## src/rtl/dffnrsnq_force_seq_if.sv

```systemverilog
// dffnrsnq_force_seq_if
//   Request-side bundle of the force sequencer.
//   REQ/PATTERN come from the requester; ACK/BUSY/ERR go back to it.
//
//   Handshake: four-phase. The requester raises REQ with PATTERN valid and
//   keeps PATTERN stable until ACK rises. The sequencer raises ACK once the
//   force has been applied and released. The requester then drops REQ, and
//   ACK falls on the next rising CLKN edge. A new REQ is only taken while
//   ACK is low and the sequencer is idle.
//
//   master : requester side (drives REQ, PATTERN)
//   slave  : sequencer side (drives ACK, BUSY, ERR)
interface dffnrsnq_force_seq_if #(
  parameter int WIDTH = 8
);
  logic             REQ;
  logic [WIDTH-1:0] PATTERN;
  logic             ACK;
  logic             BUSY;
  logic             ERR;

  modport master (
    output REQ,
    output PATTERN,
    input  ACK,
    input  BUSY,
    input  ERR
  );

  modport slave (
    input  REQ,
    input  PATTERN,
    output ACK,
    output BUSY,
    output ERR
  );
endinterface

```

## src/rtl/dffnrsnq_force_seq.sv

```systemverilog
// dffnrsnq_force_seq
//   Drives the per-bit SETN/RN pins of a bank of negative-edge set/reset
//   flops. A four-phase request forces the bank to PATTERN for HOLD cycles,
//   then releases the force on a rising CLKN edge, half a period ahead of
//   the bank's active falling edge. Also produces the bank power-on reset
//   with a synchronised deassertion. SETN_O[i] and RN_O[i] are never both 0.
//
// Parameters
//   WIDTH       : flops in the bank (1..64)
//   HOLD        : rising-CLKN cycles the force is held (1..15)
//   SYNC_STAGES : reset deassertion synchroniser depth (2..4)
//
// Ports
//   CLKN      in   bank clock; this block runs on its rising edge
//   RN        in   asynchronous active-low reset
//   req_if    slave REQ/PATTERN in, ACK/BUSY/ERR out
//   Q_FB      in   bank Q feedback (readback build only)
//   SETN_O    out  per-bit active-low set to the bank
//   RN_O      out  per-bit active-low reset to the bank
//   state_dbg out  current FSM state encoding
//
// Build option
//   DFFNRSNQ_FORCE_SEQ_READBACK_EN : when defined, Q_FB is compared with the
//   captured pattern on the edge that leaves FORCE (force still applied);
//   a mismatch sets ERR until the next accepted request or reset. When not
//   defined, ERR is tied 0 and Q_FB is ignored. Timing is identical.
module dffnrsnq_force_seq #(
  parameter int WIDTH       = 8,
  parameter int HOLD        = 2,
  parameter int SYNC_STAGES = 2
) (
  input  logic                   CLKN,
  input  logic                   RN,
  dffnrsnq_force_seq_if.slave    req_if,
  input  logic [WIDTH-1:0]       Q_FB,
  output logic [WIDTH-1:0]       SETN_O,
  output logic [WIDTH-1:0]       RN_O,
  output logic [1:0]             state_dbg
);

  typedef enum logic [1:0] {
    RST_SYNC = 2'd0,
    IDLE     = 2'd1,
    FORCE    = 2'd2,
    ACKW     = 2'd3
  } state_t;

  localparam logic [3:0] HOLD_M1 = 4'(HOLD - 1);

  state_t                 state_q, state_d;
  logic [SYNC_STAGES-1:0] sync_q, sync_d;
  logic [3:0]             cnt_q, cnt_d;
  logic [WIDTH-1:0]       setn_q, setn_d;
  logic [WIDTH-1:0]       rn_q, rn_d;
  logic                   ack_q, ack_d;
  logic                   busy_q, busy_d;
`ifdef DFFNRSNQ_FORCE_SEQ_READBACK_EN
  logic [WIDTH-1:0]       p_q, p_d;
  logic                   err_q, err_d;
`endif

  always_ff @(posedge CLKN or negedge RN) begin
    if (!RN) begin
      state_q <= RST_SYNC;
      sync_q  <= '0;
      cnt_q   <= '0;
      setn_q  <= '1;
      rn_q    <= '0;
      ack_q   <= 1'b0;
      busy_q  <= 1'b1;
`ifdef DFFNRSNQ_FORCE_SEQ_READBACK_EN
      p_q     <= '0;
      err_q   <= 1'b0;
`endif
    end else begin
      state_q <= state_d;
      sync_q  <= sync_d;
      cnt_q   <= cnt_d;
      setn_q  <= setn_d;
      rn_q    <= rn_d;
      ack_q   <= ack_d;
      busy_q  <= busy_d;
`ifdef DFFNRSNQ_FORCE_SEQ_READBACK_EN
      p_q     <= p_d;
      err_q   <= err_d;
`endif
    end
  end

  always_comb begin
    state_d = state_q;
    // Shift register of 1s; it keeps saturating outside RST_SYNC, which is
    // harmless because only RST_SYNC looks at it.
    sync_d  = {sync_q[SYNC_STAGES-2:0], 1'b1};
    cnt_d   = cnt_q;
    setn_d  = setn_q;
    rn_d    = rn_q;
    ack_d   = ack_q;
`ifdef DFFNRSNQ_FORCE_SEQ_READBACK_EN
    p_d     = p_q;
    err_d   = err_q;
`endif

    case (state_q)
      RST_SYNC: begin
        // Leave on the edge that fills the last stage, so RN_O releases
        // exactly SYNC_STAGES rising edges after RN goes high.
        if (sync_d[SYNC_STAGES-1]) begin
          state_d = IDLE;
          rn_d    = '1;
          setn_d  = '1;
        end
      end
      IDLE: begin
        if (req_if.REQ && !ack_q) begin
          state_d = FORCE;
          // Complementary drive keeps SETN|RN = 1 on every bit.
          setn_d  = ~req_if.PATTERN;
          rn_d    = req_if.PATTERN;
          cnt_d   = HOLD_M1;
`ifdef DFFNRSNQ_FORCE_SEQ_READBACK_EN
          p_d     = req_if.PATTERN;
          err_d   = 1'b0;
`endif
        end
      end
      FORCE: begin
        // REQ is not looked at here: a dropped request still completes.
        if (cnt_q == 4'd0) begin
          state_d = ACKW;
          setn_d  = '1;
          rn_d    = '1;
          ack_d   = 1'b1;
`ifdef DFFNRSNQ_FORCE_SEQ_READBACK_EN
          // Q_FB is sampled while the force is still on the bank pins.
          err_d   = err_q | (Q_FB != p_q);
`endif
        end else begin
          cnt_d   = cnt_q - 4'd1;
        end
      end
      ACKW: begin
        if (!req_if.REQ) begin
          state_d = IDLE;
          ack_d   = 1'b0;
        end
      end
      default: begin
        state_d = RST_SYNC;
      end
    endcase

    busy_d = (state_d != IDLE);
  end

  assign SETN_O      = setn_q;
  assign RN_O        = rn_q;
  assign req_if.ACK  = ack_q;
  assign req_if.BUSY = busy_q;
  assign state_dbg   = state_q;

`ifdef DFFNRSNQ_FORCE_SEQ_READBACK_EN
  assign req_if.ERR  = err_q;
`else
  assign req_if.ERR  = 1'b0;
  logic unused_q_fb;
  assign unused_q_fb = ^Q_FB;
`endif

endmodule

```

## src/flat_wrapper.sv

```systemverilog
// flat-port wrapper written by rule: the top's interface ports become plain ports
module dffnrsnq_force_seq_flat 
#(
  parameter int WIDTH       = 8,
  parameter int HOLD        = 2,
  parameter int SYNC_STAGES = 2
)
  (CLKN, RN, Q_FB, SETN_O, RN_O, state_dbg, req_if_REQ, req_if_PATTERN, req_if_ACK, req_if_BUSY, req_if_ERR);
  dffnrsnq_force_seq_if #(.WIDTH(WIDTH)) req_if_i ();
  input  logic CLKN;
  input  logic RN;
  input  logic [WIDTH-1:0] Q_FB;
  output logic [WIDTH-1:0] SETN_O;
  output logic [WIDTH-1:0] RN_O;
  output logic [1:0] state_dbg;
  input wire logic [$bits(req_if_i.REQ)-1:0] req_if_REQ;
  input wire logic [$bits(req_if_i.PATTERN)-1:0] req_if_PATTERN;
  output wire logic [$bits(req_if_i.ACK)-1:0] req_if_ACK;
  output wire logic [$bits(req_if_i.BUSY)-1:0] req_if_BUSY;
  output wire logic [$bits(req_if_i.ERR)-1:0] req_if_ERR;
  assign req_if_i.REQ = req_if_REQ;
  assign req_if_i.PATTERN = req_if_PATTERN;
  assign req_if_ACK = req_if_i.ACK;
  assign req_if_BUSY = req_if_i.BUSY;
  assign req_if_ERR = req_if_i.ERR;
  dffnrsnq_force_seq #(.WIDTH(WIDTH), .HOLD(HOLD), .SYNC_STAGES(SYNC_STAGES)) u_core (.CLKN(CLKN), .RN(RN), .req_if(req_if_i), .Q_FB(Q_FB), .SETN_O(SETN_O), .RN_O(RN_O), .state_dbg(state_dbg));
endmodule
```

## config.mk

```make
export PLATFORM = sky130hd
export DESIGN_NAME = dffnrsnq_force_seq_flat
export DESIGN_NICKNAME = d
export VERILOG_FILES = /design/src/rtl/dffnrsnq_force_seq_if.sv /design/src/rtl/dffnrsnq_force_seq.sv /design/src/flat_wrapper.sv
export SDC_FILE = /design/constraint.sdc
export NUM_CORES = 1
export LEC_CHECK = 0
export BUFFER_PORTS_ARGS = -buffer_cell sky130_fd_sc_hd__buf_4
export CAP_MARGIN = 10
export CORE_MARGIN = 2
export CORE_UTILIZATION = 47
export CTS_CLUSTER_SIZE = 16
export DETAILED_ROUTE_END_ITERATION = 12
export HOLD_SLACK_MARGIN = 0.12
export PLACE_DENSITY = 0.73
export SYNTH_ARGS = -nofsm -noshare
export SYNTH_HDL_FRONTEND = slang
export SYNTH_SLANG_ARGS = --single-unit
```

## constraint.sdc

```tcl
create_clock -name CLKN -period 2.2 [get_ports CLKN]
set_clock_uncertainty 0.15 [all_clocks]
set_input_delay 0.22 -clock CLKN [delete_from_list [all_inputs] [get_ports CLKN]]
set_output_delay 0.22 -clock CLKN [all_outputs]
set_load 0.005 [all_outputs]
```

# After elaboration in Yosys (flattened, before gate mapping)
# Index checks and enable logic that the tools add are counted.
[word_totals]
reg_bits = 25
inputBits = 19
[op_classes]
addsub = 1
n_eq_ne = 9
mux = 17
bitwise = 1
reduce_logical = 10
[op_table]
columns = ["cell", "count"]
rows = [
  ["$pmux 8 s3", 2],
  ["$mux 8", 4],
  ["$mux 2", 4],
  ["$mux 4", 2],
  ["$ne 2x1->1 const B", 4],
  ["$not 8->8", 1],
  ["$pmux 2 s4", 1],
  ["$pmux 4 s2", 1],
  ["$reduce_and 3->1", 2],
  ["$eq 2x2->1 const B", 2],
  ["$logic_not 4->1", 1],
  ["$ne 2x2->1 const B", 2],
  ["$reduce_and 4->1", 1],
  ["$reduce_bool 2->1", 2],
  ["$sub 4x1->4 const B", 1],
  ["$reduce_bool 3->1", 1],
  ["$eq 2x1->1 const B", 1],
  ["$logic_not 2->1", 1],
  ["$mux 1", 2],
  ["$pmux 1 s2", 1],
  ["$logic_and 1x1->1", 1],
  ["$logic_not 1->1", 1],
]

# Longest topological paths before layout
[logic_depth]
ltp_word = 5
ltp_mapped = 6
mapped_depth_nobuf = 5

# Least setup slack after synthesis
# No wires, ideal clock.
[synth_path]
path_type = "register to register"
startpoint = "reg u_core.cnt_q[0]"
endpoint = "reg u_core.setn_q[0], in the netlist u_core.SETN_O[0]"
setup_time_ps = 75
arrival_time_ps = 1567
required_time_ps = 1975
path_slack_ps = 408
path_stages_with_launch = 7
path_buffers = 1
period_less_slack_ps = 1792
path_cell_list = "dfrtp_1 -> inv_1 -> ha_1 -> or3b_1 -> a22oi_4 -> buf_4 -> a2bb2oi_1"
[synth_between]
elab_chain_cells = 3
[synth_rtl]
columns = ["element", "line", "text"]
rows = [
  ["start, declared", "dffnrsnq_force_seq.sv:52", "logic [3:0] cnt_q, cnt_d;"],
  ["start signal, assigned", "dffnrsnq_force_seq.sv:78", "cnt_q <= cnt_d;"],
  ["$logic_not 4->1", "dffnrsnq_force_seq.sv:129", "if (cnt_q == 4'd0) begin"],
  ["$ne 2x1->1 (no source line)", "-", ""],
  ["$reduce_and 4->1 (no source line)", "-", ""],
  ["end signal, assigned", "dffnrsnq_force_seq.sv:79", "setn_q <= setn_d;"],
  ["end, declared", "dffnrsnq_force_seq.sv:53", "logic [WIDTH-1:0] setn_q, setn_d;"],
]
# No other way between the ends.
# A chain may end at the register's enable or synchronous reset.

# Worst setup path after layout
[layout_path]
startpoint = "reg u_core.cnt_q[0]"
endpoint = "reg u_core.rn_q[6], in the netlist u_core.RN_O[6]"
[layout_between]
elab_chain_cells = 3
[layout_rtl]
columns = ["element", "line", "text"]
rows = [
  ["$logic_not 4->1", "dffnrsnq_force_seq.sv:129", ""],
  ["$ne 2x1->1 (no source line)", "-", ""],
  ["$reduce_and 4->1 (no source line)", "-", ""],
  ["end signal, assigned", "dffnrsnq_force_seq.sv:80", "rn_q <= rn_d;"],
  ["end, declared", "dffnrsnq_force_seq.sv:54", "logic [WIDTH-1:0] rn_q, rn_d;"],
]
# No other way between the ends.

==> metrics <==
Yosys cell types=27; CP Launch Type=flip-flop; Die Span Y=51.8 um; CP max-delay cell=or3b_1; run status=finished clean; FF+latch area=between 600 and 700 um2; post-CTS setup buffers=0; Syn Area/Cell=roughly 13 um2; Required @ worst endpoint=about 2300 ps; die area=2690 um2; Vias=between 800 and 900; Seq cells post-synth=25; CP Max Fanout=16; Mapped Cells=between 80 and 90; initial antenna violation count=0; setup TNS=0 ps; HP Class=in2async; met3 Usage GRT=0.0402; largest net degree at the start of global routing=26; hold slack=166 ps; first-pass GRT wire length=~3500 um; min cycle time layout=a little over 2000 ps; critical path capture point type=flip-flop; Final HPWL DP=~1400 um; Tcrit/Tclk final=0.920; num ports=40; register area share after synthesis=0.593; non-filler cells, final=~150; Placer Congestion=about 0.77; DR DRC count=0; crit path cell chain=inv_1, ha_1, or3b_1, a22oi_4, o22a_1; share of the synthesized area in the top cell type=0.373; top achievable clock speed=~490 MHz; Syn Nets=about 100; cell taking the most area after synthesis=dfrtp_1; placed cells=137; FF-to-FF setup slack=about 180 ps; clock-pin slew on the worst setup and hold paths=approximately 130 ps; final hold viol count=0; final net count=145; TritonCTS Buffers=3; root buffer cell=clkbuf_4; CP Data Arrival Time=around 2100 ps; max capacitance violation total=0; most frequent cells in the layout=buf_4, dfrtp_1, dlygate4sd3_1, dfstp_2; Layout area overhead=33.5%; clock sinks=25; # port buffers=30; Max VDD drop=between 800 and 900 uV; vias in the first global route=roughly 780; Resized cells post-CTS=0; final setup vio count=0; CTS max path bufs=2; max-slew violation count=0; GR Layer Usage met1=0.247; Worst path max stage delay=roughly 450 ps; fin util=0.655; FILL cells=around 170; DR WL/cell=~14 um; Routed WL=roughly 2200 um; critical path class=reg2reg; post-route antenna net violation count=0; Core Region=around 2200 um2; First-pass DRT Iterations=4; Skew-Pair Late Insertion Delay=310 ps; Synthesis Warnings=0; initial DRC count=9; met2 usage=0.287; number of cell rows=17; CTS tree=built; All-Layer GR Usage=0.184; RSZ-0062 raised after global routing=no; Synth area leaders=dfrtp_1, dfstp_2, a2bb2oi_1; Die W=about 52 um; most common cell after layout, fill and taps aside=buf_4; global route overflow=0; leakage power=around 0.63 nW; n_diodes=0; pwr/cell area=1340 nW/um2; share of cells above drive strength 1=0.374; via/cell ratio=around 5.4; starting density of the core=0.491; busiest grt layer=met2; area occupied by multi-input gates=385 um2; CTS H-Tree Depth=1; synthesized area=approximately 1100 um2
sequential cells by signal (all words and copies together) (netlist names):
name,cells
u_core.cnt_q,4
u_core.req_if.BUSY,1
u_core.sync_q,1
u_core.state_dbg,2
u_core.RN_O,8
u_core.req_if.ACK,1
u_core.SETN_O,8
synth_stat cells:
cell type and count:
and3_1 1, a22oi_4 1, nand4bb_1 2, a2bb2oi_1 8
and4bb_1 1, or3b_1 1, buf_4 2, clkbuf_1 2
and2_1 1, dfrtp_1 16, o21bai_1 1, o22a_1 8
nand2_1 4, mux2i_1 2, a21oi_1 7, conb_1 2
ha_1 2, a31o_2 1, dfstp_2 9, a211oi_1 1
buf_6 1, or4b_4 1, nor2b_1 1, o211ai_1 1
inv_1 5, or2_1 1, or4_1 1
cells by family after synthesis:
kind of cell               Yosys count  synth area share
other                                2           0.00699
AOI/OAI and AO/OA                   28             0.212
adders and majority gates            2            0.0233
muxes                                2            0.0186
DFF                                 25             0.593
and+or+nand+nor                     14            0.0978
buffers and inverters               10            0.0489
per-layer routing:
layer | up-vias | share of wire
met3 | 5 | 0.049
met4 | 0 | 0.014
met2 | 25 | 0.47
met1 | 404 | 0.46
met5 | - | 0
li1 | 379 | -
area by class of cell:
cell class                      count  area share
Clock buffer                        4      0.0183
Inverter                            5      0.0131
Multi-Input combinational cell     48       0.269
Sequential cell                    25       0.444
Tap cell                           28      0.0244
Timing Repair Buffer               41       0.232
final timing paths:
check                              endpoint  depth (start not counted)             from
hold / removal              u_core.cnt_q[2]                          2               RN
setup reg to reg             u_core.RN_O[6]                          5  u_core.cnt_q[0]
setup / recovery             u_core.RN_O[6]                          5  u_core.cnt_q[0]
max in group asynchronous  u_core.SETN_O[4]                          2               RN
min in group CLKN            u_core.RN_O[4]                          1   u_core.RN_O[4]
hold reg to reg              u_core.RN_O[4]                          1   u_core.RN_O[4]
per-stage QoR:
stage / area (um2) / worst slack [ps] / total power [mW]
after CTS: 1440 / 188 / 1.94
after detailed placement: 1310 / 222 / 1.72
after floorplan: 1070 / 408 / 1.35
after global placement: 1310 / 271 / 1.68
final: 1440 / 175 / 1.92
after global routing: 1440 / 38.6 / 2.06
where the power goes:
part	total (mW)	leakage (nW)	switching, mW	internal (mW)
combinational	0.843	0.345	0.339	0.504
clock	0.203	0.0150	0.132	0.0708
sequential	0.875	0.271	0.164	0.711
repair_timing:
item                                    in CTS  in global routing
hold buffers                                10                  0
hold endpoints to repair                    43                  0
endpoints found under the setup margin       0                  0
critical path: cells and delay by family, from the launching register on:
kind,cells,cell delay [ps]
fa+ha+maj,1,190
buf+inv,1,100
compound gates,2,650
simple gates,1,450
flops,1,440
Power figures use the tool's default switching activity.
